$ cat src/rtl/bus_arb2_pkg.sv
`default_nettype none
// ============================================================================
// Module      : bus_arb2_pkg
// Description : Shared constants, FSM state type and arbitration helper for
//               the two-requester single-slave bus arbiter.
// Revision    : 1.0 - initial release
// ============================================================================
package bus_arb2_pkg;

    localparam int         c_xlen        = 32;
    localparam logic [1:0] c_acc_byte    = 2'b00;
    localparam logic [1:0] c_acc_half    = 2'b01;
    localparam logic [1:0] c_acc_word    = 2'b10;
    localparam int         c_arb_fixed_d = 0;
    localparam int         c_arb_rr      = 1;

    typedef enum logic [1:0] {
        ST_IDLE   = 2'd0,
        ST_WAIT_I = 2'd1,
        ST_WAIT_D = 2'd2
    } state_t;

    // True when dbus should take the slave; only meaningful with a pending side.
    function automatic logic pick_dbus(input logic pend_i, input logic pend_d,
                                       input logic last_i, input logic rr_en);
        return pend_d & (~pend_i | ~rr_en | last_i);
    endfunction

endpackage
`default_nettype wire

$ cat src/rtl/bus_arb2_if.sv
`default_nettype none
// ============================================================================
// Module      : bus_arb2_if
// Description : One-cycle request / one-cycle response bus between a master
//               and a slave (core ibus, dbus or shared slave port).
// Revision    : 1.0 - initial release
// ============================================================================
interface bus_arb2_if
    import bus_arb2_pkg::*;
#(
    parameter int AW    = c_xlen,
    parameter int DW    = c_xlen,
    parameter int ACC_W = 2
) ();

    logic [AW-1:0]    addr;
    logic             w_rb;
    logic [ACC_W-1:0] acc;
    logic [DW-1:0]    wdata;
    logic             req;
    logic             resp;
    logic [DW-1:0]    rdata;
    logic             fault;

    modport master (
        output addr, w_rb, acc, wdata, req,
        input  resp, rdata, fault
    );

    modport slave (
        input  addr, w_rb, acc, wdata, req,
        output resp, rdata, fault
    );

endinterface
`default_nettype wire

$ cat src/rtl/bus_arb2_slot.sv
`default_nettype none
// ============================================================================
// Module      : bus_arb2_slot
// Description : One-deep request buffer: pending flag, latched payload and a
//               registered fault pulse for requests arriving while busy.
// Revision    : 1.0 - initial release
// ============================================================================
module bus_arb2_slot
    import bus_arb2_pkg::*;
#(
    parameter int AW    = c_xlen,
    parameter int DW    = c_xlen,
    parameter int ACC_W = 2
) (
    input  logic             clk,
    input  logic             rstn,
    input  logic             i_req,
    input  logic [AW-1:0]    i_addr,
    input  logic             i_w_rb,
    input  logic [ACC_W-1:0] i_acc,
    input  logic [DW-1:0]    i_wdata,
    input  logic             i_clr,
    output logic             o_pend,
    output logic             o_viol,
    output logic [AW-1:0]    o_addr,
    output logic             o_w_rb,
    output logic [ACC_W-1:0] o_acc,
    output logic [DW-1:0]    o_wdata
);

    logic             r_pend;
    logic             r_viol;
    logic [AW-1:0]    r_addr;
    logic             r_w_rb;
    logic [ACC_W-1:0] r_acc;
    logic [DW-1:0]    r_wdata;

    // The slot stays busy from capture until its response, so a request in
    // the completion cycle itself is still a violation.
    always_ff @(posedge clk) begin
        if (!rstn) begin
            r_pend  <= 1'b0;
            r_viol  <= 1'b0;
            r_addr  <= '0;
            r_w_rb  <= 1'b0;
            r_acc   <= '0;
            r_wdata <= '0;
        end else begin
            r_viol <= i_req & r_pend;
            if (i_req && !r_pend) begin
                r_pend  <= 1'b1;
                r_addr  <= i_addr;
                r_w_rb  <= i_w_rb;
                r_acc   <= i_acc;
                r_wdata <= i_wdata;
            end else if (i_clr) begin
                r_pend  <= 1'b0;
            end
        end
    end

    assign o_pend  = r_pend;
    assign o_viol  = r_viol;
    assign o_addr  = r_addr;
    assign o_w_rb  = r_w_rb;
    assign o_acc   = r_acc;
    assign o_wdata = r_wdata;

endmodule
`default_nettype wire

$ cat src/rtl/bus_arb2.sv
`default_nettype none
// ============================================================================
// Module      : bus_arb2
// Description : Shares one single-ported slave between ibus and dbus: buffers
//               one request per side, arbitrates, routes response to owner.
// Revision    : 1.0 - initial release
// ============================================================================
module bus_arb2
    import bus_arb2_pkg::*;
#(
    parameter int AW     = c_xlen,
    parameter int DW     = c_xlen,
    parameter int ACC_W  = 2,
    parameter int ARB_RR = c_arb_rr
) (
    input  logic        clk,
    input  logic        rstn,
    bus_arb2_if.slave   i_ibus,
    bus_arb2_if.slave   i_dbus,
    bus_arb2_if.master  o_sbus
);

    state_t           r_state;
    state_t           w_next;
    logic             r_last_i;

    logic             w_pend_i, w_pend_d;
    logic             w_viol_i, w_viol_d;
    logic [AW-1:0]    w_addr_i, w_addr_d;
    logic             w_wrb_i,  w_wrb_d;
    logic [ACC_W-1:0] w_acc_i,  w_acc_d;
    logic [DW-1:0]    w_wdat_i, w_wdat_d;

    logic             w_grant;
    logic             w_win_d;
    logic             w_sel_d;
    logic             w_drive;
    logic             w_resp_i;
    logic             w_resp_d;

    bus_arb2_slot #(.AW(AW), .DW(DW), .ACC_W(ACC_W)) u_slot_i (
        .clk     (clk),
        .rstn    (rstn),
        .i_req   (i_ibus.req),
        .i_addr  (i_ibus.addr),
        .i_w_rb  (i_ibus.w_rb),
        .i_acc   (i_ibus.acc),
        .i_wdata (i_ibus.wdata),
        .i_clr   (w_resp_i),
        .o_pend  (w_pend_i),
        .o_viol  (w_viol_i),
        .o_addr  (w_addr_i),
        .o_w_rb  (w_wrb_i),
        .o_acc   (w_acc_i),
        .o_wdata (w_wdat_i)
    );

    bus_arb2_slot #(.AW(AW), .DW(DW), .ACC_W(ACC_W)) u_slot_d (
        .clk     (clk),
        .rstn    (rstn),
        .i_req   (i_dbus.req),
        .i_addr  (i_dbus.addr),
        .i_w_rb  (i_dbus.w_rb),
        .i_acc   (i_dbus.acc),
        .i_wdata (i_dbus.wdata),
        .i_clr   (w_resp_d),
        .o_pend  (w_pend_d),
        .o_viol  (w_viol_d),
        .o_addr  (w_addr_d),
        .o_w_rb  (w_wrb_d),
        .o_acc   (w_acc_d),
        .o_wdata (w_wdat_d)
    );

    always_ff @(posedge clk) begin
        if (!rstn) begin
            r_state  <= ST_IDLE;
            r_last_i <= 1'b1;
        end else begin
            r_state <= w_next;
            if (w_grant) begin
                r_last_i <= ~w_win_d;
            end
        end
    end

    // A grant is only possible from IDLE, so s_req can never repeat back to back.
    always_comb begin
        w_next   = r_state;
        w_grant  = 1'b0;
        w_win_d  = pick_dbus(w_pend_i, w_pend_d, r_last_i, ARB_RR != 0);
        w_sel_d  = 1'b0;
        w_drive  = 1'b0;
        w_resp_i = 1'b0;
        w_resp_d = 1'b0;
        case (r_state)
            ST_IDLE: begin
                if (w_pend_i || w_pend_d) begin
                    w_grant = 1'b1;
                    w_drive = 1'b1;
                    w_sel_d = w_win_d;
                    w_next  = w_win_d ? ST_WAIT_D : ST_WAIT_I;
                end
            end
            ST_WAIT_I: begin
                w_drive = 1'b1;
                if (o_sbus.resp) begin
                    w_resp_i = 1'b1;
                    w_next   = ST_IDLE;
                end
            end
            ST_WAIT_D: begin
                w_drive = 1'b1;
                w_sel_d = 1'b1;
                if (o_sbus.resp) begin
                    w_resp_d = 1'b1;
                    w_next   = ST_IDLE;
                end
            end
            default: w_next = ST_IDLE;
        endcase
    end

    // Outputs are forced low while rstn is held so nothing leaks mid-reset.
    assign o_sbus.req   = rstn & w_grant;
    assign o_sbus.addr  = (rstn && w_drive) ? (w_sel_d ? w_addr_d : w_addr_i) : '0;
    assign o_sbus.w_rb  = (rstn && w_drive) ? (w_sel_d ? w_wrb_d  : w_wrb_i)  : 1'b0;
    assign o_sbus.acc   = (rstn && w_drive) ? (w_sel_d ? w_acc_d  : w_acc_i)  : '0;
    assign o_sbus.wdata = (rstn && w_drive) ? (w_sel_d ? w_wdat_d : w_wdat_i) : '0;

    assign i_ibus.resp  = rstn & w_resp_i;
    assign i_ibus.rdata = (rstn && w_resp_i && !w_wrb_i) ? o_sbus.rdata : '0;
    assign i_ibus.fault = rstn & (w_viol_i | (w_resp_i & o_sbus.fault));

    assign i_dbus.resp  = rstn & w_resp_d;
    assign i_dbus.rdata = (rstn && w_resp_d && !w_wrb_d) ? o_sbus.rdata : '0;
    assign i_dbus.fault = rstn & (w_viol_d | (w_resp_d & o_sbus.fault));

endmodule
`default_nettype wire

$ cat src/flat_wrapper.sv
// flat-port wrapper written by rule: the top's interface ports become plain ports
module bus_arb2_flat import bus_arb2_pkg::*;
#(
    parameter int AW     = c_xlen,
    parameter int DW     = c_xlen,
    parameter int ACC_W  = 2,
    parameter int ARB_RR = c_arb_rr
)
  (clk, rstn, i_ibus_addr, i_ibus_w_rb, i_ibus_acc, i_ibus_wdata, i_ibus_req, i_ibus_resp, i_ibus_rdata, i_ibus_fault, i_dbus_addr, i_dbus_w_rb, i_dbus_acc, i_dbus_wdata, i_dbus_req, i_dbus_resp, i_dbus_rdata, i_dbus_fault, o_sbus_addr, o_sbus_w_rb, o_sbus_acc, o_sbus_wdata, o_sbus_req, o_sbus_resp, o_sbus_rdata, o_sbus_fault);
  bus_arb2_if #(.AW(AW), .DW(DW), .ACC_W(ACC_W)) i_ibus_i ();
  bus_arb2_if #(.AW(AW), .DW(DW), .ACC_W(ACC_W)) i_dbus_i ();
  bus_arb2_if #(.AW(AW), .DW(DW), .ACC_W(ACC_W)) o_sbus_i ();
  input  logic clk;
  input  logic rstn;
  input wire logic [$bits(i_ibus_i.addr)-1:0] i_ibus_addr;
  input wire logic [$bits(i_ibus_i.w_rb)-1:0] i_ibus_w_rb;
  input wire logic [$bits(i_ibus_i.acc)-1:0] i_ibus_acc;
  input wire logic [$bits(i_ibus_i.wdata)-1:0] i_ibus_wdata;
  input wire logic [$bits(i_ibus_i.req)-1:0] i_ibus_req;
  output wire logic [$bits(i_ibus_i.resp)-1:0] i_ibus_resp;
  output wire logic [$bits(i_ibus_i.rdata)-1:0] i_ibus_rdata;
  output wire logic [$bits(i_ibus_i.fault)-1:0] i_ibus_fault;
  input wire logic [$bits(i_dbus_i.addr)-1:0] i_dbus_addr;
  input wire logic [$bits(i_dbus_i.w_rb)-1:0] i_dbus_w_rb;
  input wire logic [$bits(i_dbus_i.acc)-1:0] i_dbus_acc;
  input wire logic [$bits(i_dbus_i.wdata)-1:0] i_dbus_wdata;
  input wire logic [$bits(i_dbus_i.req)-1:0] i_dbus_req;
  output wire logic [$bits(i_dbus_i.resp)-1:0] i_dbus_resp;
  output wire logic [$bits(i_dbus_i.rdata)-1:0] i_dbus_rdata;
  output wire logic [$bits(i_dbus_i.fault)-1:0] i_dbus_fault;
  output wire logic [$bits(o_sbus_i.addr)-1:0] o_sbus_addr;
  output wire logic [$bits(o_sbus_i.w_rb)-1:0] o_sbus_w_rb;
  output wire logic [$bits(o_sbus_i.acc)-1:0] o_sbus_acc;
  output wire logic [$bits(o_sbus_i.wdata)-1:0] o_sbus_wdata;
  output wire logic [$bits(o_sbus_i.req)-1:0] o_sbus_req;
  input wire logic [$bits(o_sbus_i.resp)-1:0] o_sbus_resp;
  input wire logic [$bits(o_sbus_i.rdata)-1:0] o_sbus_rdata;
  input wire logic [$bits(o_sbus_i.fault)-1:0] o_sbus_fault;
  assign i_ibus_i.addr = i_ibus_addr;
  assign i_ibus_i.w_rb = i_ibus_w_rb;
  assign i_ibus_i.acc = i_ibus_acc;
  assign i_ibus_i.wdata = i_ibus_wdata;
  assign i_ibus_i.req = i_ibus_req;
  assign i_ibus_resp = i_ibus_i.resp;
  assign i_ibus_rdata = i_ibus_i.rdata;
  assign i_ibus_fault = i_ibus_i.fault;
  assign i_dbus_i.addr = i_dbus_addr;
  assign i_dbus_i.w_rb = i_dbus_w_rb;
  assign i_dbus_i.acc = i_dbus_acc;
  assign i_dbus_i.wdata = i_dbus_wdata;
  assign i_dbus_i.req = i_dbus_req;
  assign i_dbus_resp = i_dbus_i.resp;
  assign i_dbus_rdata = i_dbus_i.rdata;
  assign i_dbus_fault = i_dbus_i.fault;
  assign o_sbus_addr = o_sbus_i.addr;
  assign o_sbus_w_rb = o_sbus_i.w_rb;
  assign o_sbus_acc = o_sbus_i.acc;
  assign o_sbus_wdata = o_sbus_i.wdata;
  assign o_sbus_req = o_sbus_i.req;
  assign o_sbus_i.resp = o_sbus_resp;
  assign o_sbus_i.rdata = o_sbus_rdata;
  assign o_sbus_i.fault = o_sbus_fault;
  bus_arb2 #(.AW(AW), .DW(DW), .ACC_W(ACC_W), .ARB_RR(ARB_RR)) u_core (.clk(clk), .rstn(rstn), .i_ibus(i_ibus_i), .i_dbus(i_dbus_i), .o_sbus(o_sbus_i));
endmodule
$ cat config.mk
export PLATFORM = sky130hd
export DESIGN_NAME = bus_arb2_flat
export DESIGN_NICKNAME = d
export VERILOG_FILES = /design/src/rtl/bus_arb2_pkg.sv /design/src/rtl/bus_arb2_if.sv /design/src/rtl/bus_arb2_slot.sv /design/src/rtl/bus_arb2.sv /design/src/flat_wrapper.sv
export SDC_FILE = /design/constraint.sdc
export NUM_CORES = 1
export LEC_CHECK = 0
export BUFFER_PORTS_ARGS = -buffer_cell sky130_fd_sc_hd__buf_2
export CORE_ASPECT_RATIO = 2
export CORE_MARGIN = 2
export CORE_UTILIZATION = 44
export DETAILED_ROUTE_END_ITERATION = 8
export PLACE_DENSITY = 0.83
export SYNTH_ARGS = -nofsm -noshare
export SYNTH_HDL_FRONTEND = slang
export SYNTH_HIERARCHICAL = 1
export SYNTH_SLANG_ARGS = --single-unit
$ cat constraint.sdc
create_clock -name clk -period 1.4 [get_ports clk]
set_input_delay 0.07 -clock clk [delete_from_list [all_inputs] [get_ports clk]]
set_output_delay 0.07 -clock clk [all_outputs]
set_load 0.03 [all_outputs]
==> flow_summary.html, run 1 <==
<table>
<tr><th>Metric</th><th>Value</th></tr>
<tr><th colspan="2">Worst setup path</th></tr>
<tr><td>Max Fanout on Critical Path</td><td>12</td></tr>
<tr><td>WS Path Type</td><td>flop to output port</td></tr>
<tr><td>Critical path data required time</td><td>1330 ps</td></tr>
<tr><td>Worst Setup End Kind</td><td>output port</td></tr>
<tr><td>Critical Path Source Type</td><td>flop</td></tr>
<tr><td>Endpoint arrival time on the critical path</td><td>2020 ps</td></tr>
<tr><th colspan="2">STA</th></tr>
<tr><td>Actual slew at the worst max-slew pin</td><td>658 ps</td></tr>
<tr><td>Max-Slew Margin vs Limit</td><td>0.561</td></tr>
<tr><td>Achievable clock frequency</td><td>478 MHz</td></tr>
<tr><td>Final setup violation count</td><td>143</td></tr>
<tr><td>Total count of hold-check failures in the final report</td><td>0</td></tr>
<tr><td>Setup repair after global routing missed its margin</td><td>true</td></tr>
<tr><td>Final max-slew violation count</td><td>0</td></tr>
<tr><td>Minimum period implied by the final worst setup slack</td><td>2090 ps</td></tr>
<tr><td>Final period util</td><td>1.50</td></tr>
<tr><td>Worst Skew</td><td>12.3 ps</td></tr>
<tr><td>Sum Neg Setup Slack</td><td>-81790 ps</td></tr>
<tr><td>Setup slack of the critical path after layout</td><td>-694 ps</td></tr>
<tr><th colspan="2">Die</th></tr>
<tr><td>Die Span Y</td><td>187 um</td></tr>
<tr><td>Die outline area</td><td>17800 um2</td></tr>
<tr><td>Placeable core region</td><td>16400 um2</td></tr>
<tr><td>Number of placement rows</td><td>66</td></tr>
<tr><td>Number of placed I/O pins</td><td>308</td></tr>
<tr><td>Effective utilization at floorplan</td><td>0.450</td></tr>
<tr><td>Die extent in x</td><td>95.5 um</td></tr>
<tr><th colspan="2">Global route</th></tr>
<tr><td>Overflow left after global routing</td><td>0</td></tr>
<tr><td>Global-route usage over all layers</td><td>0.376</td></tr>
<tr><td>Via count of the first global-routing pass</td><td>9490</td></tr>
<tr><td>Number of antenna violations at the first check in global routing</td><td>3</td></tr>
<tr><td>Largest net degree at the start of global routing</td><td>156</td></tr>
<tr><td>Global-route wire length before repair</td><td>51.1 mm</td></tr>
<tr><th colspan="2">Worst hold path</th></tr>
<tr><td>Min-delay worst type</td><td>input port to flop</td></tr>
<tr><th colspan="2">Final layout</th></tr>
<tr><td>Area overhead of the layout relative to synthesis</td><td>84.5%</td></tr>
<tr><td>Final nets</td><td>1564</td></tr>
<tr><td>Fraction of final layout cells sized beyond drive strength 1</td><td>0.433</td></tr>
<tr><th colspan="2">Yosys</th></tr>
<tr><td>Register area share after synthesis</td><td>0.383</td></tr>
<tr><td>Top-count cell post-synth</td><td>sky130_fd_sc_hd__nand2_1</td></tr>
<tr><td>Synthesis warning total</td><td>6</td></tr>
<tr><td>Share of synthesized flip-flops with an asynchronous set or reset</td><td>0</td></tr>
<tr><td>Most instantiated cells after synthesis</td><td>sky130_fd_sc_hd__nand2_1, sky130_fd_sc_hd__dfxtp_1, sky130_fd_sc_hd__mux2i_1</td></tr>
<tr><td>Number of different library cells in the post-synthesis netlist</td><td>30</td></tr>
<tr><td>Mapped Area</td><td>7360 um2</td></tr>
<tr><td>Synth top area cells</td><td>sky130_fd_sc_hd__dfxtp_1, sky130_fd_sc_hd__nand2_1, sky130_fd_sc_hd__mux2i_1</td></tr>
<tr><td>Mean cell area of the mapped netlist</td><td>7.95 um2</td></tr>
<tr><td>Area share of the largest cell type after synthesis</td><td>0.383</td></tr>
<tr><td>Number of instances in the synthesized netlist</td><td>926</td></tr>
<tr><td>Number of register bits inferred by synthesis</td><td>141</td></tr>
<tr><td>Most used flip-flop cell after synthesis</td><td>sky130_fd_sc_hd__dfxtp_1</td></tr>
<tr><td>Biggest area consumer among synthesized cells</td><td>sky130_fd_sc_hd__dfxtp_1</td></tr>
<tr><td>Number of enable-type register cells in the synthesized netlist</td><td>0</td></tr>
<tr><td>Synthesized net count</td><td>1102</td></tr>
<tr><th colspan="2">Clocking</th></tr>
<tr><td>Maximum root-to-sink buffer count</td><td>2</td></tr>
<tr><td>CTS Root Cell</td><td>sky130_fd_sc_hd__clkbuf_16</td></tr>
<tr><td>Total CTS buffers</td><td>17</td></tr>
<tr><td>Clock sink count</td><td>141</td></tr>
<tr><td>CTS HTree Levels</td><td>4</td></tr>
<tr><td>Clock tree from TritonCTS</td><td>yes</td></tr>
<tr><td>Latest clock arrival within the worst-skew pair</td><td>420 ps</td></tr>
<tr><td>Clock transition at path regs</td><td>70 ps</td></tr>
<tr><th colspan="2">Pwr</th></tr>
<tr><td>Total power of the final layout</td><td>13.1 mW</td></tr>
<tr><td>Leakage</td><td>5.85 nW</td></tr>
<tr><td>Power density normalized to cell area</td><td>967 nW/um2</td></tr>
<tr><td>Maximum vdd ir drop</td><td>0.705 mV</td></tr>
<tr><th colspan="2">Status</th></tr>
<tr><td>Outcome</td><td>complete, but fails checks</td></tr>
<tr><td>Violated checks</td><td>setup timing</td></tr>
<tr><th colspan="2">Drt</th></tr>
<tr><td>Post-Route WL</td><td>35.0 mm</td></tr>
<tr><td>Post-route ant nets</td><td>0</td></tr>
<tr><td># DRC</td><td>0</td></tr>
<tr><td>Initial DRC count</td><td>632</td></tr>
<tr><td>Wire length per cell</td><td>21.8 um</td></tr>
<tr><td>Routed via count divided by cell count</td><td>5.50</td></tr>
<tr><td>Vias</td><td>8842</td></tr>
<tr><td>DRT Pass-1 Iters</td><td>7</td></tr>
<tr><th colspan="2">Placement</th></tr>
<tr><td>Post-detailed-placement half-perimeter wirelength</td><td>16.7 mm</td></tr>
<tr><td>PortBufs</td><td>307</td></tr>
<tr><td>Routability Congestion</td><td>0.872</td></tr>
<tr><th colspan="2">Flow run</th></tr>
<tr><td>Number of max-cap violations</td><td>0</td></tr>
</table>
final timing paths:
path	slack [ps]	from	to	cells after the start
max	-690	u_core/u_slot_d/o_pend	o_sbus_addr[2]	7
min	230	o_sbus_resp	u_core/u_slot_d/o_pend	4
max reg2reg	-130	u_core/r_state[0]	u_core/r_state[0]	6
min reg2reg	460	u_core/u_slot_d/o_acc[0]	u_core/u_slot_d/o_acc[0]	2
critical path: stages, from the launching register on:
cell and delay [ps]:
sky130_fd_sc_hd__dfxtp_1 360, sky130_fd_sc_hd__nor2_1 320, sky130_fd_sc_hd__nor2b_4 90, sky130_fd_sc_hd__o21ai_4 240
sky130_fd_sc_hd__buf_12 200, sky130_fd_sc_hd__buf_12 180, sky130_fd_sc_hd__a21oi_2 60, sky130_fd_sc_hd__buf_6 140
registers in the layout (all words and copies together), names as in the netlist:
signal / count
u_core/u_slot_i/o_addr: 32
u_core/r_last_i: 1
u_core/u_slot_i/o_pend: 1
u_core/r_state: 2
u_core/u_slot_i/o_viol: 1
u_core/u_slot_i/o_wdata: 32
u_core/u_slot_d/o_pend: 1
u_core/u_slot_d/o_acc: 2
u_core/u_slot_d/o_addr: 32
u_core/u_slot_d/o_w_rb: 1
u_core/u_slot_d/o_viol: 1
u_core/u_slot_i/o_acc: 2
u_core/u_slot_d/o_wdata: 32
u_core/u_slot_i/o_w_rb: 1
through the flow:
step | worst slack (ps) | instance area (um2) | util | std cells | hold WS (ps)
after CTS | -645 | 13300 | 0.815 | 1601 | 153
after global routing | -738 | 13600 | 0.831 | 1606 | 223
final | -694 | 13600 | 0.831 | 1608 | 230
after global placement | -199 | 9830 | 0.601 | 1406 | 317
after detailed placement | -244 | 9830 | 0.601 | 1406 | 321
after floorplan | -25.0 | 8000 | - | 926 | 159
layer usage:
layer,global-route usage,routed length (um),up-vias
li1,-,-,3897
met1,0.381,11900,4156
met2,0.632,17700,582
met3,0.115,2790,207
met4,0.270,2670,0
met5,0,0,-
timing repair:
| item | CTS | global route |
|---|---|---|
| endpoints found under the hold margin | 139 | 0 |
| cloned | 10 | 2 |
| gates resized for setup | 360 | 59 |
| hold buffers | 137 | 0 |
| endpoints found under the setup margin | 138 | 147 |
| pin swaps | 34 | 35 |
| buffers inserted | 16 | 4 |
cell usage in the layout (no fill, tap or decap), types with 16 or more instances in the layout:
master,n
sky130_fd_sc_hd__nand2_2,37
sky130_fd_sc_hd__buf_4,40
sky130_fd_sc_hd__buf_12,29
sky130_fd_sc_hd__nand2_1,361
sky130_fd_sc_hd__dfxtp_1,139
sky130_fd_sc_hd__a21oi_4,54
sky130_fd_sc_hd__buf_6,125
sky130_fd_sc_hd__mux2i_1,128
sky130_fd_sc_hd__dlygate4sd3_1,137
sky130_fd_sc_hd__clkbuf_16,19
sky130_fd_sc_hd__and2_4,52
sky130_fd_sc_hd__buf_2,170
sky130_fd_sc_hd__a21oi_2,16
final cells by class:
cell class / instances / area, um2
Antenna cell: 3 / 7.51
Clock buffer: 20 / 457
Clock inverter: 12 / 126
Fill cell: 730 / 2760
Inverter: 2 / 12.5
Multi-Input combinational cell: 710 / 5030
Sequential cell: 141 / 2830
Tap cell: 204 / 255
Timing Repair Buffer: 516 / 4870
cell families after synthesis:
kind of cell,synth area share
buffers and inverters,0.0697
and+or+nand+nor,0.283
muxes,0.182
AOI/OAI and AO/OA,0.0746
DFF,0.383
adders and majority gates,0.00680
report_power, final:
group          switching (mW)  total (mW)  internal (mW)
logic                    2.18        4.07           1.90
registers               0.212        4.49           4.28
clock network            1.98        4.58           2.60
(Power assumes the default switching activity.)
==> run 2: changes to the inputs <==
CTS_BUF_LIST = sky130_fd_sc_hd__clkbuf_4 sky130_fd_sc_hd__clkbuf_8   (was unset)
==> run 2 against run 1 <==
Net effect: the run still ends with setup timing left; sequential cell count stayed put; worst setup slack lost 120 ps; sequential share of layout area increased by 0.86 points; via count rose by 0.34%; first-iteration DRC count decreased by 5.7%; global-route usage is 2.3 points lower; routed wire length is 3.8% lower; non-clock buffer count decreased by 11; register-to-register slack better by 60 ps; final cell count decreased by 0.56%.
==> flow_summary.html, run 2 (synthesis gave the netlist of run 1 again) <==
<table>
<tr><th>Metric</th><th>Value</th></tr>
<tr><th colspan="2">Status</th></tr>
<tr><td>Outcome</td><td>complete, but fails checks (unchanged)</td></tr>
<tr><td>Violated checks</td><td>setup timing (unchanged)</td></tr>
<tr><th colspan="2">Drt</th></tr>
<tr><td># DRC</td><td>0 (unchanged)</td></tr>
<tr><td>DRT Pass-1 Iters</td><td>5 (was 7)</td></tr>
<tr><td>Post-route ant nets</td><td>0 (unchanged)</td></tr>
<tr><td>Post-Route WL</td><td>33.7 mm (was 35.0 mm)</td></tr>
<tr><td>Vias</td><td>8872 (was 8842)</td></tr>
<tr><td>Routed via count divided by cell count</td><td>5.55 (was 5.50)</td></tr>
<tr><td>Wire length per cell</td><td>21.1 um (was 21.8 um)</td></tr>
<tr><td>Initial DRC count</td><td>596 (was 632)</td></tr>
<tr><th colspan="2">Clocking</th></tr>
<tr><td>Clock tree from TritonCTS</td><td>yes (unchanged)</td></tr>
<tr><td>CTS HTree Levels</td><td>4 (unchanged)</td></tr>
<tr><td>Latest clock arrival within the worst-skew pair</td><td>460 ps (was 420 ps)</td></tr>
<tr><td>Maximum root-to-sink buffer count</td><td>2 (unchanged)</td></tr>
<tr><td>CTS Root Cell</td><td>sky130_fd_sc_hd__clkbuf_8 (was sky130_fd_sc_hd__clkbuf_16)</td></tr>
<tr><td>Clock sink count</td><td>141 (unchanged)</td></tr>
<tr><td>Clock transition at path regs</td><td>80 ps (was 70 ps)</td></tr>
<tr><td>Total CTS buffers</td><td>17 (unchanged)</td></tr>
<tr><th colspan="2">STA</th></tr>
<tr><td>Setup repair after global routing missed its margin</td><td>true (unchanged)</td></tr>
<tr><td>Worst Skew</td><td>21.5 ps (was 12.3 ps)</td></tr>
<tr><td>Final period util</td><td>1.58 (was 1.50)</td></tr>
<tr><td>Final setup violation count</td><td>138 (was 143)</td></tr>
<tr><td>Total count of hold-check failures in the final report</td><td>0 (unchanged)</td></tr>
<tr><td>Minimum period implied by the final worst setup slack</td><td>2210 ps (was 2090 ps)</td></tr>
<tr><td>Max-Slew Margin vs Limit</td><td>0.537 (was 0.561)</td></tr>
<tr><td>Final max-slew violation count</td><td>0 (unchanged)</td></tr>
<tr><td>Achievable clock frequency</td><td>452 MHz (was 478 MHz)</td></tr>
<tr><td>Actual slew at the worst max-slew pin</td><td>695 ps (was 658 ps)</td></tr>
<tr><td>Setup slack of the critical path after layout</td><td>-813 ps (was -694 ps)</td></tr>
<tr><th colspan="2">Worst setup path</th></tr>
<tr><td>Crit-path slowest cell</td><td>sky130_fd_sc_hd__dfxtp_4 (was sky130_fd_sc_hd__dfxtp_1)</td></tr>
<tr><td>Max Fanout on Critical Path</td><td>7 (was 12)</td></tr>
<tr><td>Worst Setup End Kind</td><td>output port (unchanged)</td></tr>
<tr><td>Startpoint of the most critical register-to-register path</td><td>u_core/r_state[1] (was u_core/r_state[0])</td></tr>
<tr><td>Largest incremental delay on the critical path</td><td>380 ps (was 360 ps)</td></tr>
<tr><td>CP Cell Sequence</td><td>inv_4 -&gt; ha_4 -&gt; nor2b_4 -&gt; o21ai_4 -&gt; buf_12 -&gt; buf_12 -&gt; buf_12 -&gt; a21oi_4 -&gt; buf_6 (was nor2_1 -&gt; nor2b_4 -&gt; o21ai_4 -&gt; buf_12 -&gt; buf_12 -&gt; a21oi_2 -&gt; buf_6)</td></tr>
<tr><td>Critical Path Source Type</td><td>flop (unchanged)</td></tr>
<tr><td>Launching element of the worst setup path</td><td>u_core/r_state[1] (was u_core/u_slot_d/o_pend)</td></tr>
<tr><td>Most repeated library cell on the critical path</td><td>sky130_fd_sc_hd__buf_12 (unchanged)</td></tr>
<tr><td>WS Path Type</td><td>flop to output port (unchanged)</td></tr>
<tr><td>Reg-to-reg endpoint</td><td>u_core/r_state[1] (was u_core/r_state[0])</td></tr>
<tr><td>Endpoint arrival time on the critical path</td><td>2140 ps (was 2020 ps)</td></tr>
<tr><td>Critical path data required time</td><td>1330 ps (about the same)</td></tr>
<tr><td>Worst setup path endpoint</td><td>o_sbus_wdata[9] (was o_sbus_addr[2])</td></tr>
<tr><td>Worst reg-to-reg setup slack</td><td>-70 ps (was -130 ps)</td></tr>
<tr><td>Worst r2r path cells</td><td>6 (unchanged)</td></tr>
<tr><th colspan="2">Die</th></tr>
<tr><td>Number of placed I/O pins</td><td>308 (unchanged)</td></tr>
<tr><td>Placeable core region</td><td>16400 um2 (unchanged)</td></tr>
<tr><td>Die extent in x</td><td>95.5 um (unchanged)</td></tr>
<tr><td>Effective utilization at floorplan</td><td>0.450 (unchanged)</td></tr>
<tr><td>Number of placement rows</td><td>66 (unchanged)</td></tr>
<tr><td>Die outline area</td><td>17800 um2 (unchanged)</td></tr>
<tr><td>Die Span Y</td><td>187 um (unchanged)</td></tr>
<tr><th colspan="2">Placement</th></tr>
<tr><td>Post-detailed-placement half-perimeter wirelength</td><td>16.7 mm (unchanged)</td></tr>
<tr><td>Routability Congestion</td><td>0.872 (unchanged)</td></tr>
<tr><td>Placed instance area</td><td>9830 um2 (unchanged)</td></tr>
<tr><td>PortBufs</td><td>307 (unchanged)</td></tr>
<tr><th colspan="2">Global route</th></tr>
<tr><td>Via count of the first global-routing pass</td><td>9088 (was 9490)</td></tr>
<tr><td>Global-route wire length before repair</td><td>48.3 mm (was 51.1 mm)</td></tr>
<tr><td>Largest net degree at the start of global routing</td><td>156 (unchanged)</td></tr>
<tr><td>Number of antenna violations at the first check in global routing</td><td>5 (was 3)</td></tr>
<tr><td>Overflow left after global routing</td><td>0 (unchanged)</td></tr>
<tr><td>Global-route usage over all layers</td><td>0.353 (was 0.376)</td></tr>
<tr><th colspan="2">Final layout</th></tr>
<tr><td>Final core utilization</td><td>0.798 (was 0.831)</td></tr>
<tr><td>Most frequent cells in the layout</td><td>sky130_fd_sc_hd__nand2_1, sky130_fd_sc_hd__buf_2, sky130_fd_sc_hd__dfxtp_1, sky130_fd_sc_hd__dlygate4sd3_1, sky130_fd_sc_hd__mux2i_1 (unchanged)</td></tr>
<tr><td>Area overhead of the layout relative to synthesis</td><td>77.2% (was 84.5%)</td></tr>
<tr><td>Area of all placed cells without fillers</td><td>13000 um2 (was 13600 um2)</td></tr>
<tr><td>Most common library cell in the layout ignoring fill and taps</td><td>sky130_fd_sc_hd__nand2_1 (unchanged)</td></tr>
<tr><td>Final nets</td><td>1553 (was 1564)</td></tr>
<tr><td>Fraction of final layout cells sized beyond drive strength 1</td><td>0.378 (was 0.433)</td></tr>
<tr><th colspan="2">Pwr</th></tr>
<tr><td>Total power of the final layout</td><td>11.9 mW (was 13.1 mW)</td></tr>
<tr><td>Leakage</td><td>5.59 nW (was 5.85 nW)</td></tr>
<tr><td>Power density normalized to cell area</td><td>908 nW/um2 (was 967 nW/um2)</td></tr>
<tr><td>Maximum vdd ir drop</td><td>0.714 mV (was 0.705 mV)</td></tr>
<tr><th colspan="2">Flow run</th></tr>
<tr><td>Number of max-cap violations</td><td>0 (unchanged)</td></tr>
<tr><th colspan="2">Worst hold path</th></tr>
<tr><td>Worst hold path stage count</td><td>4 (unchanged)</td></tr>
<tr><td>Min-delay worst type</td><td>input port to flop (unchanged)</td></tr>
</table>
run 2: cell types whose count changed in the layout (fill, tap and decap cells not counted), moves of 12 or more:
cell	change
sky130_fd_sc_hd__a21oi_2	-12
sky130_fd_sc_hd__and2_1	+36
sky130_fd_sc_hd__and2_4	-36
sky130_fd_sc_hd__buf_4	-12
sky130_fd_sc_hd__clkbuf_16	-16
sky130_fd_sc_hd__clkbuf_8	+17
sky130_fd_sc_hd__nand2_1	+24
sky130_fd_sc_hd__nand2_2	-19
run 2: routing by layer:
metal,share of wire,routed length (um),global-route usage,vias up
met5,0.00062,21,0,-
li1,-,-,-,3877
met2,0.50,17000,0.596,625
met4,0.070,2380,0.227,4
met3,0.084,2840,0.100,219
met1,0.34,11500,0.372,4147
run 2: critical path: cells and delay by family (launching register included):
| kind | cells | cell delay (ps) |
|---|---|---|
| flip-flops | 1 | 380 |
| adder cells (fa/ha/maj) | 1 | 170 |
| AO/OA/AOI/OAI | 2 | 300 |
| AND/OR/NAND/NOR | 1 | 190 |
| buffers and inverters | 5 | 670 |
run 2: area by class of cell:
class                   count  area, um2
inverters                   2       12.5
clock buffers              20        269
flip-flops and latches    141       2830
multi-input cells         710       4890
diodes                      5       12.5
clock inverters            12        126
well taps                 204        255
fillers                   845       3300
repair buffers            505       4650
run 2: how the worst min path moves through the flow:
stage	endpoint	start
final	u_core/u_slot_i/o_pend	o_sbus_resp
after global routing	u_core/u_slot_i/o_pend	o_sbus_resp
after CTS	u_core/u_slot_i/o_pend	o_sbus_resp
after detailed placement	u_core/u_slot_d/o_wdata[4]	i_dbus_wdata[4]
after global placement	u_core/u_slot_i/o_wdata[23]	i_ibus_wdata[23]
after floorplan	u_core/r_last_i	rstn
run 2: repair_timing:
| item | CTS | global route |
|---|---|---|
| hold buffers | 137 | 0 |
| buffers inserted | 5 | 7 |
| endpoints found under the hold margin | 139 | 0 |
| cloned | 4 | 3 |
| setup endpoints to repair | 138 | 141 |
| pin swaps | 9 | 22 |
| resized for setup | 265 | 86 |
run 2: metrics by stage:
stage	hold slack [ps]	worst slack, ps	setup TNS (ps)	cells
2_1_floorplan	159	-25.0	-1290	926
3_3_place_gp	317	-199	-14590	1406
3_5_place_dp	321	-244	-18530	1406
4_1_cts	107	-692	-75610	1584
5_1_grt	168	-871	-90690	1597
6_report	177	-813	-81460	1599
run 2: report_power, final:
group | internal (mW) | switching (mW)
Combinational | 1.87 | 2.13
Clock | 1.57 | 1.81
Sequential | 4.28 | 0.198
Total | 7.72 | 4.14
